[src/rtl/led_arb_pkg.sv]
// Shared constants and the blink-pattern decode for the status LED arbiter.
package led_arb_pkg;

  localparam int PHASE_W = 3;

  localparam logic [1:0] LED_SOLID  = 2'd0;
  localparam logic [1:0] LED_SLOW   = 2'd1;
  localparam logic [1:0] LED_FAST   = 2'd2;
  localparam logic [1:0] LED_DOUBLE = 2'd3;

  // True when a lamp in the given mode is lit at the given pattern phase.
  function automatic logic pattern_on(input logic [1:0] mode,
                                      input logic [PHASE_W-1:0] phase);
    logic on;
    on = 1'b1;
    case (mode)
      LED_SOLID:  on = 1'b1;
      LED_SLOW:   on = ~phase[2];
      LED_FAST:   on = ~phase[0];
      LED_DOUBLE: on = (phase == 3'd0) || (phase == 3'd2);
      default:    on = 1'b1;
    endcase
    return on;
  endfunction

endpackage

[src/rtl/led_tick_gen.sv]
// Pattern timebase: a prescaler producing one tick every TICK_DIV cycles and an
// eight-step phase counter, both restartable so a new owner starts at phase 0.
module led_tick_gen
  import led_arb_pkg::*;
#(
  parameter int TICK_DIV = 20000000
) (
  input  logic               clk_200,
  input  logic               reset,
  input  logic               restart,
  output logic               tick_stb,
  output logic [PHASE_W-1:0] phase
);

  localparam int CNT_W = $clog2(TICK_DIV);
  localparam logic [CNT_W-1:0] LAST = CNT_W'(TICK_DIV - 1);

  logic [CNT_W-1:0] prescaler;

  assign tick_stb = (prescaler == LAST);

  // A restart outranks a coincident tick, so phase lands on 0 rather than 1.
  always_ff @(posedge clk_200) begin
    if (reset || restart) begin
      prescaler <= '0;
      phase     <= '0;
    end else if (tick_stb) begin
      prescaler <= '0;
      phase     <= phase + 1'b1;
    end else begin
      prescaler <= prescaler + 1'b1;
    end
  end

endmodule

[src/rtl/led_status_arbiter.sv]
// Fixed-priority owner selection for the shared tri-color status LED, with
// per-owner blink rendering and a lamp-test override.
module led_status_arbiter
  import led_arb_pkg::*;
#(
  parameter int N_REQ    = 4,
  parameter int TICK_DIV = 20000000
) (
  input  logic               clk_200,
  input  logic               reset,
  input  logic [N_REQ-1:0]   req,
  input  logic [3*N_REQ-1:0] req_color,
  input  logic [2*N_REQ-1:0] req_mode,
  input  logic               lamp_test,
  output logic               led_red,
  output logic               led_green,
  output logic               led_blue,
  output logic               grant_valid,
  output logic [2:0]         grant_idx
);

  logic               any_req;
  logic [2:0]         winner;
  logic [2:0]         win_color;
  logic [1:0]         win_mode;
  logic               regrant;
  logic [2:0]         color_q;
  logic [1:0]         mode_q;
  logic               tick_stb;
  logic [PHASE_W-1:0] phase;
  logic               led_on;

  // Ascending scan so the highest active index is the one left standing.
  always_comb begin
    any_req   = 1'b0;
    winner    = '0;
    win_color = '0;
    win_mode  = LED_SOLID;
    for (int i = 0; i < N_REQ; i++) begin
      if (req[i]) begin
        any_req   = 1'b1;
        winner    = 3'(i);
        win_color = req_color[3*i +: 3];
        win_mode  = req_mode[2*i +: 2];
      end
    end
  end

  assign regrant = (any_req != grant_valid) || (any_req && (winner != grant_idx));

  led_tick_gen #(
    .TICK_DIV (TICK_DIV)
  ) u_tick_gen (
    .clk_200  (clk_200),
    .reset    (reset),
    .restart  (regrant),
    .tick_stb (tick_stb),
    .phase    (phase)
  );

  // Color and mode are captured only on a change of owner; later edits by the
  // same owner wait for the next regrant.
  always_ff @(posedge clk_200) begin
    if (reset) begin
      grant_valid <= 1'b0;
      grant_idx   <= '0;
      color_q     <= '0;
      mode_q      <= LED_SOLID;
    end else if (regrant) begin
      grant_valid <= any_req;
      grant_idx   <= winner;
      color_q     <= win_color;
      mode_q      <= win_mode;
    end
  end

  assign led_on = grant_valid && pattern_on(mode_q, phase);

  always_ff @(posedge clk_200) begin
    if (reset) begin
      {led_red, led_green, led_blue} <= 3'b000;
    end else if (lamp_test) begin
      {led_red, led_green, led_blue} <= 3'b111;
    end else begin
      {led_red, led_green, led_blue} <= led_on ? color_q : 3'b000;
    end
  end

  // A tick without a restart must advance the phase by exactly one step.
  assert property (@(posedge clk_200) disable iff (reset)
                   (tick_stb && !regrant) |=> (phase == $past(phase) + 3'd1));

endmodule

[config.mk]
export PLATFORM = sky130hd
export DESIGN_NAME = led_status_arbiter
export DESIGN_NICKNAME = d
export VERILOG_FILES = /design/src/rtl/led_arb_pkg.sv /design/src/rtl/led_tick_gen.sv /design/src/rtl/led_status_arbiter.sv
export SDC_FILE = /design/constraint.sdc
export NUM_CORES = 1
export LEC_CHECK = 0
export ABC_AREA = 1
export BUFFER_PORTS_ARGS = -buffer_cell sky130_fd_sc_hd__buf_4
export CAP_MARGIN = 10
export CORE_MARGIN = 2
export CORE_UTILIZATION = 57
export DETAILED_ROUTE_END_ITERATION = 6
export HOLD_SLACK_MARGIN = 0.05
export PLACE_DENSITY = 0.77
export SETUP_SLACK_MARGIN = 0.05
export SYNTH_ARGS = -nofsm -noshare
export SYNTH_HDL_FRONTEND = slang
export SYNTH_SLANG_ARGS = --single-unit
[constraint.sdc]
create_clock -name clk_200 -period 2.1 [get_ports clk_200]
set_input_delay 0.105 -clock clk_200 [delete_from_list [all_inputs] [get_ports clk_200]]
set_output_delay 0.105 -clock clk_200 [all_outputs]
set_load 0.05 [all_outputs]
==> flow_metrics.py, run 1 <==
metrics = {
    "outcome": {
        "status": "finished, final reports clean",
    },
    "synth": {
        "synthXorXnorAreaFrac_pct": 5.93,
        "synth.top_cell.area_share_pct": 33.0,
        "ys_warn_count": 0,
        "synthMuxAreaShare_pct": 0,
        "syn-mean-instance-area_um2": 6.34,
        "syn-num-nets": 404,
        "synth_top_family_by_area": "simple AND/OR/NAND/NOR gates",
        "synthAdderAreaFrac_pct": 2.12,
        "yosys.area_share.simple_pct": 44.4,
        "synth_area_leaders": "dfxtp_1 33%, nand2_1 17%, nor2_1 9.4%",
        "synth.distinct_cells": 26,
        "seq_area_frac_synth_pct": 33.0,
        "synth_edf_count": 0,
        "synthCells": 373,
        "async_reset_ff_share_pct": 0,
        "synth_common_cells": "108 x nand2_1, 59 x nor2_1, 46 x inv_1",
        "yosys_most_used_dff": "dfxtp_1",
        "ys_ff_latch": 39,
        "synth_most_common_cell": "nand2_1",
        "synth.largest_area_cell": "dfxtp_1",
        "netlist_area_um2": 2360,
        "synth_compound_area_share_pct": 4.45,
    },
    "sta": {
        "rsz0062_at_grt": "no",
        "setup_tns_ps": 0,
        "finalHoldViolations": 0,
        "finalSetupViolations": 0,
        "fin_ws_ps": 262,
        "fin_crit_sh_pct": 87.5,
        "finalMaxSlewViolations": 0,
        "period_minus_slack_ps": 1840,
        "worst_clock_skew_ps": 4.97,
        "fmax_mhz": 544,
        "holdWs_ps": 90.2,
    },
    "setup_path": {
        "critical_path.max_fanout": 24,
        "crit_top_cell": "nand2_2",
        "critPathSlowestCell": "dfxtp_1",
        "worstPathCellList": "ha_1, nand3_2, inv_2, nand2_2, nor2_2, nand2_2, nand3_4, nor2_1",
        "crit_arrival_ps": 2010,
        "crit_path_end_kind": "flop",
        "reg2regPathDepth": 8,
        "slowest_delay_ps": 370,
        "reg2reg_slack_ps": 260,
        "cp-start-kind": "flop",
        "r2r-end": "u_tick_gen.prescaler[11]",
        "crit_type": "reg -> reg",
        "r2r_start": "u_tick_gen.prescaler[0]",
        "cp.required_ps": 2270,
    },
    "route": {
        "wl_per_cell_um": 11.0,
        "drtAntennaViolNets": 0,
        "vias_per_cell": 4.94,
        "firstDrtPassIters": 4,
        "drcViolationCount": 0,
        "num_vias": 2272,
        "drtIter0Drc": 200,
        "wl_um": 5040,
    },
    "place": {
        "dp_hpwl_um": 3900,
        "finalWeightedCongestion": 0.908,
        "post-place-ws_ps": 272,
        "port_buffers": 32,
    },
    "die": {
        "design.core.area_um2": 4000,
        "start_util_pct": 59.1,
        "die_area_um2": 4680,
        "fp.dieW_um": 68.4,
        "num_io_pins": 34,
        "rows": 23,
        "die_height_um": 68.4,
    },
    "power_and_ir_drop": {
        "vdd_drop_max_v": 0.000353,
        "clockPowerShare_pct": 40.4,
        "internal-power_w": 0.00122,
        "seqPwrFrac_pct": 48.1,
        "switching_share_pct": 23.8,
        "p_comb_share_pct": 11.5,
        "p_leak_nw": 1.18,
        "p_switching_w": 0.000380,
        "p_per_area_nw_per_um2": 578,
    },
    "clock_network": {
        "root_buffer": "clkbuf_8",
        "cts_sinks": 39,
        "postCtsSetupRepairBufs": 0,
        "cts.path.max_buffers": 2,
        "clock_latency_ps": 290,
        "cts_buffers": 5,
        "ctsHoldBuffers": 1,
        "tritoncts": "built",
        "clkTransAtPathRegs_ps": 70,
        "postCtsResizedCells": 0,
        "ctsHtreeMaxLevel": 2,
    },
    "global_routing": {
        "grt-ovfl-total": 0,
        "antenna_found_initial": 0,
        "grt_usage_pct": 23.8,
        "grt_pass1_wl_um": 8450,
        "grt_start_max_net_pins": 25,
        "grt_pass1_vias": 1946,
    },
    "layout": {
        "syn2layout_area_growth_pct": 16.9,
        "nFillCells": 360,
        "layout-drive-gt1-share_pct": 18.3,
        "multi_input_comb_area_um2": 1350,
        "nets": 440,
        "insertedDiodeCount": 0,
        "seq_area_um2": 781,
    },
    "job": {
        "cap_violations": 0,
    },
    "min_path": {
        "hold_depth": 3,
        "whs_endpoint": "led_red",
        "hp-start": "lamp_test",
        "hold_path_class": "in -> reg",
    },
}
[through the flow]
step / std cells / total power (W) / instance area [um^2] / utilization [%]
global placement: 451 / 0.000966 / 2640 / 65.9
detailed placement: 451 / 0.000968 / 2640 / 65.9
global route: 460 / 0.00165 / 2760 / 69.1
CTS: 460 / 0.00161 / 2760 / 69.1
finish: 460 / 0.00160 / 2760 / 69.1
floorplan: 373 / 0.000900 / 2360 / -
[area by class of cell]
class,count,area share [%]
clock buffers,6,2.99
clock inverters,2,1.27
inverters,48,6.52
multi-input cells,279,48.8
flip-flops and latches,39,28.3
well taps,50,2.26
repair buffers,36,9.87
[placed cells by master, fill, tap and decap left out, types with 4 or more instances in the layout]
master    count
nand2_1     108
xnor2_1       4
buf_4        35
nor2_2       22
ha_1          4
dfxtp_1      39
clkbuf_8      6
inv_1        46
nand4_1       6
nand3_1      32
a21oi_1      17
nor2_1       59
xor2_1       12
[cell families (layout without fill, tap and decap cells)]
logic type / count (synthesis) / after routing
other: 1 / 1
adder cells (fa/ha/maj): 4 / 4
AO/OA/AOI/OAI: 20 / 20
flip-flops: 39 / 39
XOR/XNOR: 16 / 16
AND/OR/NAND/NOR: 238 / 238
buffers and inverters: 55 / 92
[how the worst max path moves through the flow]
| stage | slack [ps] | cells after the start | end | start |
|---|---|---|---|---|
| floorplan | 570 | 9 | u_tick_gen.prescaler[5] | u_tick_gen.prescaler[0] |
| CTS | 240 | 8 | u_tick_gen.prescaler[11] | u_tick_gen.prescaler[0] |
| detailed placement | 270 | 8 | u_tick_gen.prescaler[11] | u_tick_gen.prescaler[0] |
| finish | 260 | 8 | u_tick_gen.prescaler[11] | u_tick_gen.prescaler[0] |
| global placement | 370 | 8 | u_tick_gen.prescaler[11] | u_tick_gen.prescaler[0] |
| global route | 140 | 8 | u_tick_gen.prescaler[12] | u_tick_gen.prescaler[0] |
[worst max-delay path: cells and delay by family, from the launching register on]
kind | cells | cell delay, ps
adder cells (fa/ha/maj) | 1 | 290
flip-flops | 1 | 370
buffers and inverters | 1 | 90
AND/OR/NAND/NOR | 6 | 940
[metal layers]
layer / GRT usage [%] / wire, um / up-vias
met1: 34.7 / 2560 / 991
met3: 4.61 / 275 / 5
li1: - / - / 1222
met5: 0 / 0 / -
met4: 6.75 / 57 / 0
met2: 35.3 / 2140 / 54
[power groups by stage]
stage,clock network (W),logic (W),registers (W)
final,0.000645,0.000184,0.000769
after global routing,0.000676,0.000202,0.000771
after CTS,0.000654,0.000184,0.000769
after global placement,0,0.000181,0.000786
after floorplan,0,0.0000873,0.000812
after detailed placement,0,0.000182,0.000786
[sequential cells by signal, summed over array words and instances (netlist names)]
signal	count
u_tick_gen.prescaler	25
color_q	3
u_tick_gen.phase	3
grant_idx	2
mode_q	2
grant_valid	1
led_blue	1
led_green	1
led_red	1
Note: power is estimated with default switching activity, not from simulation.
==> run 2: changes to the inputs <==
SETUP_SLACK_MARGIN = 0.5   (was 0.05)
==> run 2 against run 1 <==
Against the previous run: critical path depth fell by 1; worst setup slack improved by 330 ps; sequential cell count unchanged; power increased by 0.61%; cell area is 3.4% higher; die area stayed put; fmax is 22% higher; non-clock buffer count stayed put; sequential share of layout area shrank 0.74 points; first-iteration DRC count increased by 7.5%; core utilization rose by 2.3 points; global-route usage up 1.8 points.
==> flow_metrics.py, run 2 (synthesis results as in run 1) <==
metrics = {
    "setup_path": {
        "cp_top_family": "simple AND/OR/NAND/NOR gates",
        "crit_arrival_ps": 1690,
        "reg2reg_slack_ps": 600,
        "cp-start-kind": "flop",
        "critical_path.max_fanout": 6,
        "path_buf_inv": 0,
        "slowest_delay_ps": 450,
        "worstPathCellList": "nand2_1, nor2_1, nand2_1, nor2_2, nand2_4, nand3_4, nor2_2",
        "r2r_start": "u_tick_gen.prescaler[20]",
        "cp.required_ps": 2280,
        "r2r-end": "u_tick_gen.prescaler[17]",
        "critPathSlowestCell": "dfxtp_1",
        "crit_path_end_kind": "flop",
        "reg2regPathDepth": 7,
        "crit_type": "reg -> reg",
    },
    "sta": {
        "finalSetupViolations": 0,
        "fin_ws_ps": 595,
        "setup_tns_ps": 0,
        "tightest_slew_ps": 546,
        "rsz0062_at_grt": "no",
        "slew_headroom_pct": 63.6,
        "fmax_mhz": 665,
        "worst_clock_skew_ps": 5.61,
        "finalHoldViolations": 0,
        "finalMaxSlewViolations": 0,
        "period_minus_slack_ps": 1500,
        "fin_crit_sh_pct": 71.6,
    },
    "power_and_ir_drop": {
        "p_per_area_nw_per_um2": 563,
        "p_leak_nw": 1.22,
        "vdd_drop_max_v": 0.000367,
    },
    "global_routing": {
        "grt_start_max_net_pins": 16,
        "grt_pass1_vias": 2057,
        "grt_pass1_wl_um": 8980,
        "grt-ovfl-total": 0,
        "antenna_found_initial": 0,
        "grt_usage_pct": 25.6,
    },
    "clock_network": {
        "clock_latency_ps": 290,
        "ctsHtreeMaxLevel": 2,
        "root_buffer": "clkbuf_8",
        "cts_sinks": 39,
        "postCtsSetupRepairBufs": 0,
        "cts.path.max_buffers": 2,
        "cts_buffers": 5,
        "clkTransAtPathRegs_ps": 80,
        "tritoncts": "built",
    },
    "layout": {
        "layout-drive-gt1-share_pct": 20.3,
        "nFillCells": 347,
        "design_area_um2": 2860,
        "largestRegisters": "u_tick_gen.prescaler x25, color_q x3, u_tick_gen.phase x3",
        "nets": 443,
        "largest_reg_flops": 25,
        "final_util_pct": 71.4,
        "insertedDiodeCount": 0,
        "syn2layout_area_growth_pct": 20.8,
        "layout_commonest_cell": "nand2_1",
        "largest-register": "u_tick_gen.prescaler",
        "final_cells": 463,
        "final_cell_mix": "108 x nand2_1, 56 x nor2_1, 46 x inv_1",
    },
    "route": {
        "drcViolationCount": 0,
        "drtAntennaViolNets": 0,
        "num_vias": 2354,
        "vias_per_cell": 5.08,
        "firstDrtPassIters": 4,
        "wl_per_cell_um": 11.6,
        "drtIter0Drc": 215,
        "wl_um": 5360,
    },
    "min_path": {
        "hp-start": "lamp_test",
        "whs_endpoint": "led_red",
        "hold_depth": 3,
        "hold_path_class": "in -> reg",
    },
    "die": {
        "design.core.area_um2": 4000,
        "num_io_pins": 34,
        "rows": 23,
        "fp.dieW_um": 68.4,
        "die_height_um": 68.4,
        "die_area_um2": 4680,
        "start_util_pct": 59.1,
    },
    "place": {
        "port_buffers": 32,
        "finalWeightedCongestion": 0.908,
        "dp.cells": 451,
        "dpl_cell_area_um2": 2640,
        "dp_hpwl_um": 3900,
        "post-place-ws_ps": 272,
    },
    "job": {
        "cap_violations": 0,
    },
    "outcome": {
        "status": "finished, final reports clean",
    },
}
==> run 2: cell count changes in the layout (fill, tap and decap cells not counted), moves of 2 or more <==
cell     change
dfxtp_1      -2
nand2_2      -2
nand2_4      +2
nand3_4      +3
nor2_1       -3
nor2_2       +2
==> run 2: cell type report <==
cell class	instances	area, um^2	area share, %
timing repair buffer	36	273	9.55
multi-input combinational	282	1440	50.3
sequential	39	786	27.5
clock inverter	2	35.0	1.23
tap	50	62.6	2.19
inverter	48	180	6.31
clock buffer	6	82.6	2.89
==> run 2: metal layers <==
layer,up-vias,global-route usage (%),share of wire [%],wire [um]
met3,8,4.93,7.4,395
met4,0,8.25,1.3,72
met1,1028,36.9,48,2590
met5,-,0,0,0
li1,1233,-,-,-
met2,85,38.1,43,2300
==> run 2: worst max-delay path by stage <==
stage	end	depth (start not counted)	startpoint
finish	u_tick_gen.prescaler[17]	7	u_tick_gen.prescaler[20]
global route	u_tick_gen.prescaler[23]	8	u_tick_gen.prescaler[8]
CTS	u_tick_gen.prescaler[22]	8	u_tick_gen.prescaler[0]
detailed placement	u_tick_gen.prescaler[11]	8	u_tick_gen.prescaler[0]
global placement	u_tick_gen.prescaler[11]	8	u_tick_gen.prescaler[0]
floorplan	u_tick_gen.prescaler[5]	9	u_tick_gen.prescaler[0]
==> run 2: repair_timing <==
action / in CTS / in global routing
endpoints found under the setup margin: 26 / 26
endpoints found under the hold margin: 4 / 0
hold buffers: 1 / 0
resized for setup: 7 / 7
pin swaps: 2 / 1
gates cloned: 3 / 0
==> run 2: worst min-delay path, delay by kind of cell <==
kind | cells | cell delay, ps
compound gates | 1 | 120
buf+inv | 2 | 120
==> run 2: where the power goes <==
part | internal [W] | leakage (nW) | switching, W | total (W)
logic | 0.0000777 | 0.837 | 0.000116 | 0.000194
clock network | 0.000384 | 0.0612 | 0.000260 | 0.000645
registers | 0.000757 | 0.319 | 0.0000117 | 0.000768
==> run 2: metrics by stage <==
| step | hold WS, ps | total power [W] |
|---|---|---|
| after global placement | 325 | 0.000966 |
| after floorplan | 174 | 0.000900 |
| after CTS | 92.0 | 0.00162 |
| final | 92.0 | 0.00161 |
| after detailed placement | 327 | 0.000968 |
| after global routing | 128 | 0.00166 |
==> run 3: changes to the inputs <==
ABC_AREA = 0   (was 1)
CORE_UTILIZATION = 56   (was 57)
PLACE_DENSITY = 0.76   (was 0.77)
clock period = 1.5 ns   (was 2.1 ns; I/O delays follow)
==> run 3 against run 2 <==
Against the previous run: the flow now finishes with violations (negative setup slack); combinational power increased by 120%; worst setup slack worse by 840 ps; via count down 0.64%; critical path type unchanged; largest power group unchanged.
==> flow_metrics.py, run 3 <==
metrics = {
    "clock_network": {
        "tritoncts": "built",
        "clock_latency_ps": 300,
        "cts_sinks": 39,
        "ctsHtreeMaxLevel": 2,
        "clkTransAtPathRegs_ps": 90,
        "cts_buffers": 5,
        "root_buffer": "clkbuf_8",
        "cts.path.max_buffers": 2,
    },
    "die": {
        "fp.dieW_um": 65.2,
        "num_io_pins": 34,
        "die_area_um2": 4250,
        "design.core.area_um2": 3630,
        "rows": 22,
        "start_util_pct": 57.7,
        "die_height_um": 65.2,
    },
    "setup_path": {
        "r2r_start": "u_tick_gen.prescaler[9]",
        "crit_type": "reg -> reg",
        "crit_path_start": "u_tick_gen.prescaler[9]",
        "crit_arrival_ps": 1960,
        "cp.required_ps": 1720,
        "critical_path.max_fanout": 5,
        "crit_path_end_kind": "flop",
        "cp-start-kind": "flop",
    },
    "route": {
        "drtAntennaViolNets": 0,
        "wl_per_cell_um": 21.5,
        "drcViolationCount": 0,
        "drtIter0Drc": 254,
        "wl_um": 7710,
        "num_vias": 2339,
        "vias_per_cell": 6.52,
        "firstDrtPassIters": 5,
    },
    "synth": {
        "synth.top_cell.area_share_pct": 37.2,
        "ys_warn_count": 0,
        "synth_top_family_by_area": "simple AND/OR/NAND/NOR gates",
        "synth.largest_area_cell": "dfxtp_1",
        "yosys.area_share.simple_pct": 27.2,
        "synth_most_common_cell": "dfxtp_1",
        "seq_area_frac_synth_pct": 37.2,
        "synthMuxAreaShare_pct": 0.477,
        "yosys_most_used_dff": "dfxtp_1",
        "synth_edf_count": 0,
        "synthAdderAreaFrac_pct": 2.39,
        "async_reset_ff_share_pct": 0,
        "synth_compound_area_share_pct": 20.5,
        "synth.distinct_cells": 47,
        "synthXorXnorAreaFrac_pct": 5.43,
        "syn-num-nets": 268,
        "synthCells": 237,
        "syn-mean-instance-area_um2": 8.85,
        "ys_ff_latch": 39,
        "synth_common_cells": "39 x dfxtp_1, 15 x nand2_1, 14 x nor3_1",
        "synth_area_leaders": "dfxtp_1 37%, xor2_1 4.6%, a221oi_1 4.2%",
        "netlist_area_um2": 2100,
    },
    "global_routing": {
        "grt_usage_pct": 33.1,
        "grt_pass1_wl_um": 10700,
        "grt-ovfl-total": 0,
        "grt_start_max_net_pins": 21,
        "grt_pass1_vias": 2291,
        "antenna_found_initial": 0,
    },
    "min_path": {
        "hp-start": "reset",
        "hold_path_class": "in -> reg",
    },
    "layout": {
        "insertedDiodeCount": 0,
        "largest_reg_flops": 25,
        "final_cells": 359,
        "nFillCells": 154,
        "multi_input_comb_area_um2": 1510,
        "largestRegisters": "u_tick_gen.prescaler x25, color_q x3, u_tick_gen.phase x3",
        "largest-register": "u_tick_gen.prescaler",
        "layout_commonest_cell": "buf_4",
        "nets": 341,
        "seq_area_um2": 818,
        "layout-drive-gt1-share_pct": 51.1,
        "syn2layout_area_growth_pct": 53.6,
        "final_cell_mix": "66 x buf_4, 19 x dfxtp_1, 15 x dfxtp_2",
    },
    "sta": {
        "finalMaxSlewViolations": 0,
        "finalSetupViolations": 27,
        "worst_clock_skew_ps": 14.9,
        "finalHoldViolations": 0,
        "fin_ws_ps": -245,
        "fmax_mhz": 573,
        "rsz0062_at_grt": "yes",
        "period_minus_slack_ps": 1740,
        "fin_crit_sh_pct": 116,
    },
    "job": {
        "cap_violations": 0,
    },
    "power_and_ir_drop": {
        "switching_share_pct": 28.8,
        "p_comb_share_pct": 17.9,
        "total_power_w": 0.00234,
        "p_switching_w": 0.000674,
        "clockPowerShare_pct": 35.8,
        "p_per_area_nw_per_um2": 726,
        "p_leak_nw": 1.23,
        "seqPwrFrac_pct": 46.3,
        "vdd_drop_max_v": 0.000664,
        "internal-power_w": 0.00166,
    },
    "place": {
        "dp.cells": 333,
        "port_buffers": 32,
        "dp_hpwl_um": 3440,
        "finalWeightedCongestion": 0.770,
    },
    "outcome": {
        "status": "finished, violations left",
        "violations": "negative setup slack",
    },
}
[run 3: power groups by stage]
stage | Sequential (W) | Clock, W | Combinational (W)
2_1_floorplan | 0.00114 | 0 | 0.000138
3_3_place_gp | 0.00110 | 0 | 0.000272
3_5_place_dp | 0.00110 | 0 | 0.000275
4_1_cts | 0.00108 | 0.000826 | 0.000361
5_1_grt | 0.00108 | 0.000887 | 0.000435
6_report | 0.00108 | 0.000837 | 0.000420
[run 3: timing repair]
item                       CTS  global route
pin swaps                   16            11
setup endpoints to repair   37            38
hold endpoints to repair     4             0
hold buffers                 2             0
gates resized for setup     42            18
gates cloned                 2             0
setup buffers               11             3
[run 3: path summary, 6_finish.rpt]
path	endpoint	slack, ps	cells after the start
max	u_tick_gen.phase[0]	-240	5
max reg2reg	u_tick_gen.phase[0]	-240	5
min	color_q[0]	110	2
min reg2reg	u_tick_gen.prescaler[0]	500	2
[run 3: critical path: stages, from the launching register on]
cell and delay, ps:
dfxtp_2 370, nor4_4 320, nand4_1 180, buf_4 200, or3_4 360, a211oi_2 230
[run 3: cells by family after synthesis]
| kind of cell | after synthesis |
|---|---|
| AND/OR/NAND/NOR | 91 |
| AO/OA/AOI/OAI | 61 |
| flip-flops | 39 |
| buffers and inverters | 27 |
| XOR/XNOR | 13 |
| adder cells (fa/ha/maj) | 4 |
| other | 1 |
| multiplexers | 1 |
[run 3: metrics by stage]
| step | TNS [ps] | worst slack, ps | util, % | area [um^2] | hold slack, ps |
|---|---|---|---|---|---|
| floorplan | -605 | -104 | - | 2230 | 146 |
| global placement | -3170 | -135 | 73.3 | 2660 | 309 |
| detailed placement | -2450 | -113 | 73.3 | 2660 | 318 |
| CTS | -997 | -84.6 | 85.2 | 3100 | 74.7 |
| global route | -5170 | -233 | 88.7 | 3220 | 87.1 |
| finish | -5070 | -245 | 88.7 | 3220 | 105 |
[run 3: metal layers]
metal	wire, um	up-vias	part of all wire (%)	track usage, %
li1	-	1029	-	-
met1	2960	1121	38	35.5
met2	3710	145	48	59.4
met3	611	44	7.9	7.88
met4	436	0	5.7	18.0
met5	0	-	0	0
[run 3: area by class of cell]
class                   instances  area share [%]
flip-flops and latches         39            25.4
multi-input cells             173            46.9
clock buffers                   6            2.91
inverters                      12            1.48
clock inverters                 2           0.427
repair buffers                 79            21.0
well taps                      48            1.86
